==> src/rtl/instr_word_encoder.sv <==
`default_nettype none
// ============================================================================
//  Module   : instr_word_encoder
//  Purpose  : RV32I instruction encoder and program loader. Accepts decoded
//             instruction fields over a valid/ready handshake, packs them
//             into 32-bit instruction words and writes them to instruction
//             memory at consecutive word addresses.
//  Ports    : iClk/iRstN        clock, asynchronous active-low reset
//             iStart/iBaseAddr/iCount   load command (honoured in IDLE only)
//             iValid/oReady     field-set handshake
//             iFormat..iImm     decoded instruction fields
//             oMemWe/oMemAddr/oMemWData   instruction memory write port
//             oBusy/oDone/oError          status
//  Options  : INSTR_ENCODE_CHECK_EN - adds immediate range/alignment checks
//             that raise oError (the word is still written, truncated).
//  Revision : 1.0 - initial release
// ============================================================================
module instr_word_encoder #(
    parameter int ADDR_WIDTH = 32
) (
    input  logic                  iClk,
    input  logic                  iRstN,
    input  logic                  iStart,
    input  logic [ADDR_WIDTH-1:0] iBaseAddr,
    input  logic [15:0]           iCount,
    input  logic                  iValid,
    output logic                  oReady,
    input  logic [2:0]            iFormat,
    input  logic [6:0]            iOpCode,
    input  logic [2:0]            iFunct3,
    input  logic [6:0]            iFunct7,
    input  logic [4:0]            iRs1,
    input  logic [4:0]            iRs2,
    input  logic [4:0]            iRd,
    input  logic [31:0]           iImm,
    output logic                  oMemWe,
    output logic [ADDR_WIDTH-1:0] oMemAddr,
    output logic [31:0]           oMemWData,
    output logic                  oBusy,
    output logic                  oDone,
    output logic                  oError
);

    localparam logic [1:0]  S_IDLE   = 2'd0;
    localparam logic [1:0]  S_RUN    = 2'd1;
    localparam logic [1:0]  S_DONE   = 2'd2;
    localparam logic [31:0] NOP_WORD = 32'h0000_0013;

    logic [1:0]            state;
    logic [1:0]            state_next;
    logic [15:0]           remaining;
    logic [ADDR_WIDTH-1:0] addr;
    logic [ADDR_WIDTH-1:0] mem_addr;
    logic [31:0]           mem_wdata;
    logic                  mem_we;
    logic                  error;
    logic                  start_ok;
    logic                  accept;
    logic [31:0]           word;
    logic                  fmt_illegal;
    logic                  imm_bad;

    // ------------------------------------------------------------------
    // FSM: state register
    // ------------------------------------------------------------------
    always_ff @(posedge iClk or negedge iRstN) begin
        if (!iRstN) begin
            state <= S_IDLE;
        end else begin
            state <= state_next;
        end
    end

    // ------------------------------------------------------------------
    // FSM: next state
    // ------------------------------------------------------------------
    always_comb begin
        state_next = state;
        case (state)
            S_IDLE: begin
                if (iStart) begin
                    state_next = (iCount != 16'd0) ? S_RUN : S_DONE;
                end
            end
            // Leave RUN once the final word has been presented to memory.
            S_RUN: begin
                if ((remaining == 16'd0) && mem_we) begin
                    state_next = S_DONE;
                end
            end
            S_DONE:  state_next = S_IDLE;
            default: state_next = S_IDLE;
        endcase
    end

    // ------------------------------------------------------------------
    // FSM: outputs
    // ------------------------------------------------------------------
    always_comb begin
        oReady = (state == S_RUN) && (remaining != 16'd0);
        oBusy  = (state != S_IDLE);
        oDone  = (state == S_DONE);
    end

    assign start_ok = (state == S_IDLE) && iStart;
    assign accept   = iValid && oReady;

    // ------------------------------------------------------------------
    // Field packing
    // ------------------------------------------------------------------
    always_comb begin
        word        = NOP_WORD;
        fmt_illegal = 1'b0;
        case (iFormat)
            3'd0: word = {iFunct7, iRs2, iRs1, iFunct3, iRd, iOpCode};
            3'd1: word = {iImm[11:0], iRs1, iFunct3, iRd, iOpCode};
            3'd2: word = {iImm[11:5], iRs2, iRs1, iFunct3, iImm[4:0], iOpCode};
            3'd3: word = {iImm[12], iImm[10:5], iRs2, iRs1, iFunct3,
                          iImm[4:1], iImm[11], iOpCode};
            3'd4: word = {iImm[31:12], iRd, iOpCode};
            3'd5: word = {iImm[20], iImm[10:1], iImm[11], iImm[19:12],
                          iRd, iOpCode};
            default: begin
                word        = NOP_WORD;
                fmt_illegal = 1'b1;
            end
        endcase
    end

`ifdef INSTR_ENCODE_CHECK_EN
    // An immediate fits N signed bits when every bit from N-1 upward
    // equals the sign bit.
    always_comb begin
        imm_bad = 1'b0;
        case (iFormat)
            3'd1, 3'd2: imm_bad = !((&iImm[31:11]) || !(|iImm[31:11]));
            3'd3:       imm_bad = !((&iImm[31:12]) || !(|iImm[31:12])) || iImm[0];
            3'd4:       imm_bad = |iImm[11:0];
            3'd5:       imm_bad = !((&iImm[31:20]) || !(|iImm[31:20])) || iImm[0];
            default:    imm_bad = 1'b0;
        endcase
    end
`else
    assign imm_bad = 1'b0;
`endif

    // ------------------------------------------------------------------
    // Counters and write stage. The memory never stalls, so the stage
    // register is valid for exactly one cycle per accepted field set.
    // ------------------------------------------------------------------
    always_ff @(posedge iClk or negedge iRstN) begin
        if (!iRstN) begin
            remaining <= 16'd0;
            addr      <= '0;
            mem_we    <= 1'b0;
            mem_addr  <= '0;
            mem_wdata <= 32'd0;
            error     <= 1'b0;
        end else begin
            mem_we <= accept;
            if (start_ok) begin
                remaining <= iCount;
                addr      <= {iBaseAddr[ADDR_WIDTH-1:2], 2'b00};
                error     <= 1'b0;
            end else if (accept) begin
                remaining <= remaining - 16'd1;
                addr      <= addr + ADDR_WIDTH'(4);
                mem_addr  <= addr;
                mem_wdata <= word;
                if (fmt_illegal || imm_bad) begin
                    error <= 1'b1;
                end
            end
        end
    end

    assign oMemWe    = mem_we;
    assign oMemAddr  = mem_addr;
    assign oMemWData = mem_wdata;
    assign oError    = error;

endmodule
`default_nettype wire

==> config.mk <==
export PLATFORM = sky130hd
export DESIGN_NAME = instr_word_encoder
export DESIGN_NICKNAME = d
export VERILOG_FILES = /design/src/rtl/instr_word_encoder.sv
export SDC_FILE = /design/constraint.sdc
export NUM_CORES = 1
export LEC_CHECK = 0
export ABC_AREA = 1
export ABC_CLOCK_PERIOD_IN_PS = 2100
export BUFFER_PORTS_ARGS = -buffer_cell sky130_fd_sc_hd__buf_2
export CAP_MARGIN = 30
export CORE_AREA = 5 5 125 127
export CTS_CLUSTER_DIAMETER = 150
export DETAILED_ROUTE_END_ITERATION = 12
export DIE_AREA = 0 0 130 132
export GPL_ROUTABILITY_DRIVEN = 1
export PLACE_DENSITY_LB_ADDON = 0.3
export RECOVER_POWER = 50
export REMOVE_ABC_BUFFERS = 1
export SKIP_LAST_GASP = 1
export SLEW_MARGIN = 0
export SYNTH_ARGS = -nofsm -noshare
export SYNTH_HDL_FRONTEND = slang
export SYNTH_SLANG_ARGS = --single-unit
==> constraint.sdc <==
create_clock -name iClk -period 2.1 [get_ports iClk]
set_input_delay 0.525 -clock iClk [delete_from_list [all_inputs] [get_ports iClk]]
set_output_delay 0.525 -clock iClk [all_outputs]
set_load 0.01 [all_outputs]
Word level (Yosys, flattened, before mapping)
Index checks and enable logic that the tools add are counted.
Widths: inputs -> output; s select.
- input bits: 119
- register bits after elaboration: 116
- logic and storage cells: 47
- reductions and logical operators: 15
- multiplexer cells: 12
- eq/ne operators: 10
- bitwise logic cells: 1
- add/sub/neg operators: 2
- operators by type and width (operator ; count):
    $pmux 32 s6 ; 1
    $mux 32 ; 2
    $add 32x3->32 const B ; 1
    $mux 16 ; 2
    $reduce_bool 16->1 ; 2
    $logic_not 16->1 ; 1
    $sub 16x1->16 const B ; 1
    $eq 3x2->1 const B ; 2
    $eq 3x3->1 const B ; 2
    $mux 2 ; 3
    $reduce_and 2->1 ; 3
    $reduce_or 6->1 ; 1
    $logic_and 1x1->1 ; 4
    $ne 2x2->1 const B ; 2
    $pmux 2 s2 ; 1
    $reduce_bool 2->1 ; 2
    $eq 3x1->1 const B ; 1
    $logic_not 3->1 ; 1
    $mux 1 ; 3
    $eq 2x1->1 const B ; 1
    $eq 2x2->1 const B ; 1
    $logic_not 2->1 ; 1
    $ne 2x1->1 const B ; 1
    $not 1->1 ; 1

Depth between registers and ports, before layout
Gate-level depths: netlist of run 1.
- depth after elaboration: 5
- depth in mapped cells: 11
- mapped depth without buffers: 10

Worst setup path after synthesis of run 1
No wires, ideal clock.
- path type: register -> register
- start point: register remaining[0]
- end point: register remaining[8]
- setup time: 0.121 ns
- data arrival time: 1.474 ns
- cell stages (with the launch flop): 12
- required time: 1.979 ns
- clock period less this slack: 1.595 ns
- buffers on the path: 2
- setup slack: 0.505 ns
- cells stage by stage: dfrtp_1 -> inv_1 -> ha_1 -> nand2_2 -> nor2_1 -> nand2_1 -> nand3_2 -> buf_6 -> nand2_2 -> buf_2 -> nand2_1 -> o21ai_1
- word-level cells in the longest chain between the ends: 4
- elaborated cells between the ends (all ways): 7
- those cells by class: 1 x add/sub; 2 x mux; 4 x reduce/logical
- ends and longest elaborated chain (element ; RTL line ; RTL):
    from (decl) ; 51 ; logic [15:0] remaining;
    from (signal assigned) ; 162 ; remaining <= iCount;
    from (signal assigned) ; 166 ; remaining <= remaining - 16'd1;
    branches (longest 4 deep; another with $sub 16x1->16) ; - ;
Several ways; the timed one is not identified. The select of a mux whose other input is x is not followed.
A chain may end at the register's enable or synchronous reset.

Worst setup path in the final report of run 1
- start point: register remaining[0]
- end point: output oReady
- word-level cells in the longest chain between the ends: 2
- ends and longest elaborated chain (element ; RTL line ; RTL):
    $reduce_bool 16->1 ; 100 ; oReady = (state == S_RUN) && (remaining != 16'd0);
    $logic_and 1x1->1 ; 100 ;
    to (decl) ; 27 ; output logic oReady,
No other way between the ends.

==> out/results.ini, run 1 <==
[logic_synthesis]
syn_area_sq_um=6360
synth_common_cells=418 x nand2_1, 112 x dfrtp_1, 101 x nand3_1
yosysMostFrequentCell=nand2_1
synth_edf_count=0
ys_ff_latch=112
yosysTopAreaCell=dfrtp_1
ys.flop_type=dfrtp_1
synth_seq_area_share_pct=44.0
ys.warnings.count=0
async_flop_share_pct=100
syn_avg_cell_area_sq_um=6.76
syn_inst=941
ys_top_cells_by_area=dfrtp_1 44%, nand2_1 25%, nand3_1 7.9%
yosys.area.top_type_share_pct=44.0
netlist-cell-type-count=26

[job]
maxCapViolCount=0

[critical_path]
reg2reg_to=addr[2]
arrival_ps=1490
crit_path_end_kind=output pin
cp_max_fo=6
startpoint_type=flip-flop
reg2reg_depth=11
r2r_slack_ps=230
criticalPathCategory=reg2out
cp.required_ps=1570
worst_r2r_startpoint=remaining[0]

[pwr]
finalPower_mw=8.51
ir_drop_uv=421
p_leak_nw=4.03
cellPowerDensity_nw_per_um2=1090

[cells_and_area]
final_layout_size_suffix_gt1_share_pct=18.0
finish.utilization_pct=54.6
nets=1242
fillCellCount=1487
stdcell_area_sq_um=7820
area_growth_pct=22.9
stdcell_count=1311

[detailed_routing]
routed_via_density=4.89
via_count=6416
detail-route-antenna-nets=0
drc=0
wl_per_cell_um=13.7
drt-pass1-iter-count=5
wl_mm=17.9
initialDrtViolationCount=357

[placed_design]
placed_cell_area_sq_um=7530
numPortBuffers=183
place_hpwl_mm=13.6
dp_slack_ps=139
post-place-cells=1291
gp_congestion=0.929

[clocking]
htreeDepth=3
numCtsBuffers=9
insertion_delay_ps=360
clockRootBuffer=clkbuf_16
cts.sinks=112
cts_tree=yes
ctsHoldBuffers=0
clk_pin_slew_ps=70
cts_max_path_buffers=2

[timing]
slew_headroom_pct=30.9
clock_skew_ps=7.08
setup_slack_ps=82.1
fin_crit_sh_pct=96.1
hold_viol_final=0
fmax_mhz=496
maxSlewViolCount=0
worstMarginPinSlew_ps=1040
hold_slack_ps=183
timing.final.crit_period_ps=2020
setup_viol=0
tns_ps=0

[global_route]
grt_max_degree=54
grt-ovfl-total=0
grtUsageTotal_pct=20.8
grt_pass1_wl_mm=29.4
antenna_found_initial=2
grt_pass1_vias=6239

[die]
io_pins=188
die_area_sq_um=17200
start_util_pct=44.5
die_w_um=130
die_h_um=132
coreArea_sq_um=14300
rows=44

[worst_hold_path]
hp-class=in2async

[outcome]
status=complete, no violations

power by group:
part	internal [mW]	total, mW	leakage [nW]	switching [mW]
Combinational	1.23	3.13	2.43	1.90
Sequential	2.95	3.60	1.45	0.646
Clock	0.987	1.78	0.148	0.795
Total	5.17	8.51	4.03	3.34
placed cells by master (no fill, tap or decap), drive strengths merged, types with 2 or more instances in the layout:
cell type	n
a21oi	7
buf	170
clkbuf	47
clkinv	2
clkinvlp	2
conb	2
dfrtp	112
ha	2
inv	67
nand2	420
nand3	102
nand3b	2
nand4	2
nor2	92
nor3	3
o21a	2
o21ai	73
or2	2
xnor2	3
xor2	12
layer usage:
metal  GRT usage [%]  up-vias  wire length, um
li1                -     3309                -
met1            27.3     2899             7870
met2            33.8      167             8450
met3            5.02       39             1110
met4            6.87        2              476
met5               0        -               13
state kept, by name (all words and copies together), names as in the netlist:
name,count
addr,30
oError,1
oMemAddr,30
oMemWData,32
oMemWe,1
remaining,16
state,2
layout make-up:
class | count | area [sq um] | area share [%]
flip-flops and latches | 112 | 2800 | 35.9
well taps | 184 | 230 | 2.94
multi-input cells | 725 | 3120 | 39.9
clock inverters | 5 | 55.1 | 0.704
inverters | 67 | 251 | 3.22
repair buffers | 206 | 1100 | 14.1
diodes | 1 | 2.50 | 0.0320
clock buffers | 11 | 253 | 3.23
worst max path at each step:
stage | start | endpoint | slack, ps
floorplan | remaining[0] | addr[15] | -1500
global placement | iFormat[1] | oMemWData[21] | 190
detailed placement | iFormat[1] | oMemWData[21] | 140
CTS | remaining[0] | oReady | 10
global route | remaining[0] | oReady | -7
finish | remaining[0] | oReady | 80
kinds of logic after synthesis:
family	count (synthesis)	synth area share, %
and+or+nand+nor	623	39.3
DFF	112	44.0
buffers and inverters	105	7.51
AOI/OAI and AO/OA	83	6.65
xor gates and xnor gates	15	2.06
adders and majority gates	2	0.393
other	1	0.0589
worst max-delay path, stage by stage (launching register included):
cell and delay, ps:
dfrtp_1 390, inv_2 100, ha_4 170, nand2_4 70, nor2_1 90, nand2_1 70
nand2_1 60, inv_1 50, buf_2 130
repair_timing:
item | in CTS | in global routing
pin swaps | 1 | 1
endpoints found under the setup margin | 1 | 2
setup buffers | 2 | 1
gates resized for setup | 2 | 7
No activity file was read; power rests on OpenSTA's default activity.
==> inputs of run 2 (changes only) <==
- MAX_ROUTING_LAYER: not set -> met4
- PLACE_DENSITY: not set -> 0.76
- PLACE_DENSITY_LB_ADDON: 0.3 -> not set
==> run 2 against run 1 <==
The flow now finishes with violations (max-capacitance violations, max-slew violations). Hold slack better by 200 ps. Sequential share of layout area is 0.056 points lower. Worst setup slack better by 24 ps. Non-clock buffer count is 4 lower. Cell count is 0.23% lower. Design area is 0.11% higher. Combinational power hardly changed. Largest power group unchanged.
==> out/results.ini, run 2 (synthesis results as in run 1) <==
[worst_hold_path]
hp-start=iBaseAddr[20]
hp-class=in2reg

[detailed_routing]
initialDrtViolationCount=342  ; -4.2%
routed_via_density=4.95  ; +1.1%
drc=0  ; unchanged
drt-pass1-iter-count=5  ; unchanged
wl_per_cell_um=13.7  ; +0.34%
wl_mm=17.9  ; +0.11%
via_count=6470  ; +0.84%
detail-route-antenna-nets=0  ; unchanged

[pwr]
ir_drop_uv=468  ; +11%
p_leak_nw=4.03  ; about the same
finalPower_mw=8.72  ; +2.4%
cellPowerDensity_nw_per_um2=1110  ; +2.3%

[timing]
setup_viol=0  ; unchanged
setup_slack_ps=106  ; +24.3 ps
fmax_mhz=502  ; +1.2%
slew_headroom_pct=-1.38  ; -32 points
clock_skew_ps=8.26  ; +1.17 ps
timing.final.crit_period_ps=1990  ; -24.3 ps
worstMarginPinSlew_ps=1520  ; +483 ps
rsz0062_at_grt=no
hold_viol_final=0  ; unchanged
maxSlewViolCount=113  ; +113
fin_crit_sh_pct=94.9  ; -1.2 points

[clocking]
insertion_delay_ps=360  ; about the same
htreeDepth=3  ; unchanged
numCtsBuffers=9  ; unchanged
clockRootBuffer=clkbuf_16
cts.sinks=112  ; unchanged
cts_max_path_buffers=2  ; unchanged
clk_pin_slew_ps=70  ; about the same
cts_tree=yes

[critical_path]
crit_end=oReady
crit_path_end_kind=output pin
worst_r2r_startpoint=remaining[7]
startpoint_type=flip-flop
cp.required_ps=1570  ; about the same
critPathMaxStageDelay_ps=420  ; +30 ps
cp_max_fo=4  ; -2
path_common_cell=nand2_1
path_cells=nor2_2 -> nand2_1 -> nor2_2 -> nand2_1 -> nand2_1 -> inv_1 -> buf_2
reg2reg_to=remaining[3]
arrival_ps=1470  ; -20 ps
criticalPathCategory=reg2out
crit_start=remaining[7]
reg2reg_depth=10  ; -1
slowest_stage=dfrtp_1
r2r_slack_ps=210  ; -20 ps

[global_route]
use_met2_pct=35.4  ; +1.6 points
grt-ovfl-total=0  ; unchanged
use_met1_pct=28.7  ; +1.4 points
grt_use_met3_pct=3.57  ; -1.5 points
grt_max_degree=113  ; +110%
grtUsageTotal_pct=22.1  ; +1.3 points
antenna_found_initial=1  ; -1
grt_pass1_wl_mm=30.0  ; +1.9%
grt_busiest_layer=met2
grt_pass1_vias=6330  ; +1.5%

[cells_and_area]
nets=1238  ; -0.32%
final_common_cell=nand2_1
largest_reg_flops=32  ; unchanged
area_growth_pct=23.0
finish.utilization_pct=54.7  ; +0.061 points
final_layout_size_suffix_gt1_share_pct=18.0  ; -0.025 points
stdcell_count=1308  ; -0.23%
fillCellCount=1464  ; -1.5%
most-common-layout-cells=418 x nand2_1, 151 x buf_2, 112 x dfrtp_1
stdcell_area_sq_um=7830  ; +0.11%

[die]
start_util_pct=44.5  ; unchanged
io_pins=188  ; unchanged
die_area_sq_um=17200  ; unchanged
die_h_um=132  ; unchanged
die_w_um=130  ; unchanged
rows=44  ; unchanged
coreArea_sq_um=14300  ; unchanged

[placed_design]
place_hpwl_mm=13.4  ; -1.8%
numPortBuffers=183  ; unchanged
post-place-cells=1285  ; -0.46%
gp_congestion=0.934  ; +0.57%
dp_slack_ps=131  ; -7.95 ps
placed_cell_area_sq_um=7460  ; -0.93%

[job]
maxCapViolCount=1  ; +1

[outcome]
status=finished, violations left
violations=max-capacitance violations, max-slew violations

==> run 2: cell type report <==
| cell class | count | area, sq um | area share (%) |
|---|---|---|---|
| sequential | 112 | 2800 | 35.8 |
| multi-input combinational | 725 | 3120 | 39.9 |
| timing repair buffer | 202 | 1070 | 13.7 |
| clock inverter | 7 | 120 | 1.53 |
| tap | 184 | 230 | 2.94 |
| antenna | 2 | 5.00 | 0.0639 |
| inverter | 67 | 251 | 3.21 |
| clock buffer | 9 | 225 | 2.88 |
==> run 2: power breakdown <==
part	internal, mW	total (mW)	switching [mW]
clock	1.17	1.98	0.812
sequential	2.95	3.60	0.649
combinational	1.24	3.14	1.90
total	5.35	8.72	3.36
==> run 2: worst min path at each step <==
stage | endpoint | slack, ps | cells after the start
floorplan | addr[10] | 230 | 0
global placement | oMemWData[11] | 460 | 2
detailed placement | oMemWData[17] | 460 | 2
CTS | oMemAddr[2] | 270 | 2
global route | addr[23] | 390 | 3
finish | addr[20] | 380 | 3
==> run 2: critical path: cells and delay by family, from the launching register on <==
kind	cells	cell delay, ps
AND/OR/NAND/NOR	5	520
flip-flops	1	420
buffers and inverters	2	180
==> run 2: metrics by stage <==
stage          setup TNS, ps  hold slack (ps)
2_1_floorplan        -125280              229
3_3_place_gp               0              457
3_5_place_dp               0              460
4_1_cts                    0              274
5_1_grt                    0              388
6_report                   0              384
==> run 2: layer usage <==
metal / share of wire, % / up-vias
met4: 2.4 / 0
met3: 6.5 / 31
met5: 0 / -
met1: 43 / 2896
met2: 48 / 238
li1: - / 3305
==> run 2: repair_timing <==
action,in CTS,in global routing
gates resized for setup,3,6
setup endpoints to repair,1,12
pin swaps,1,2
cloned,0,0
hold buffers,0,0
buffers inserted,2,3
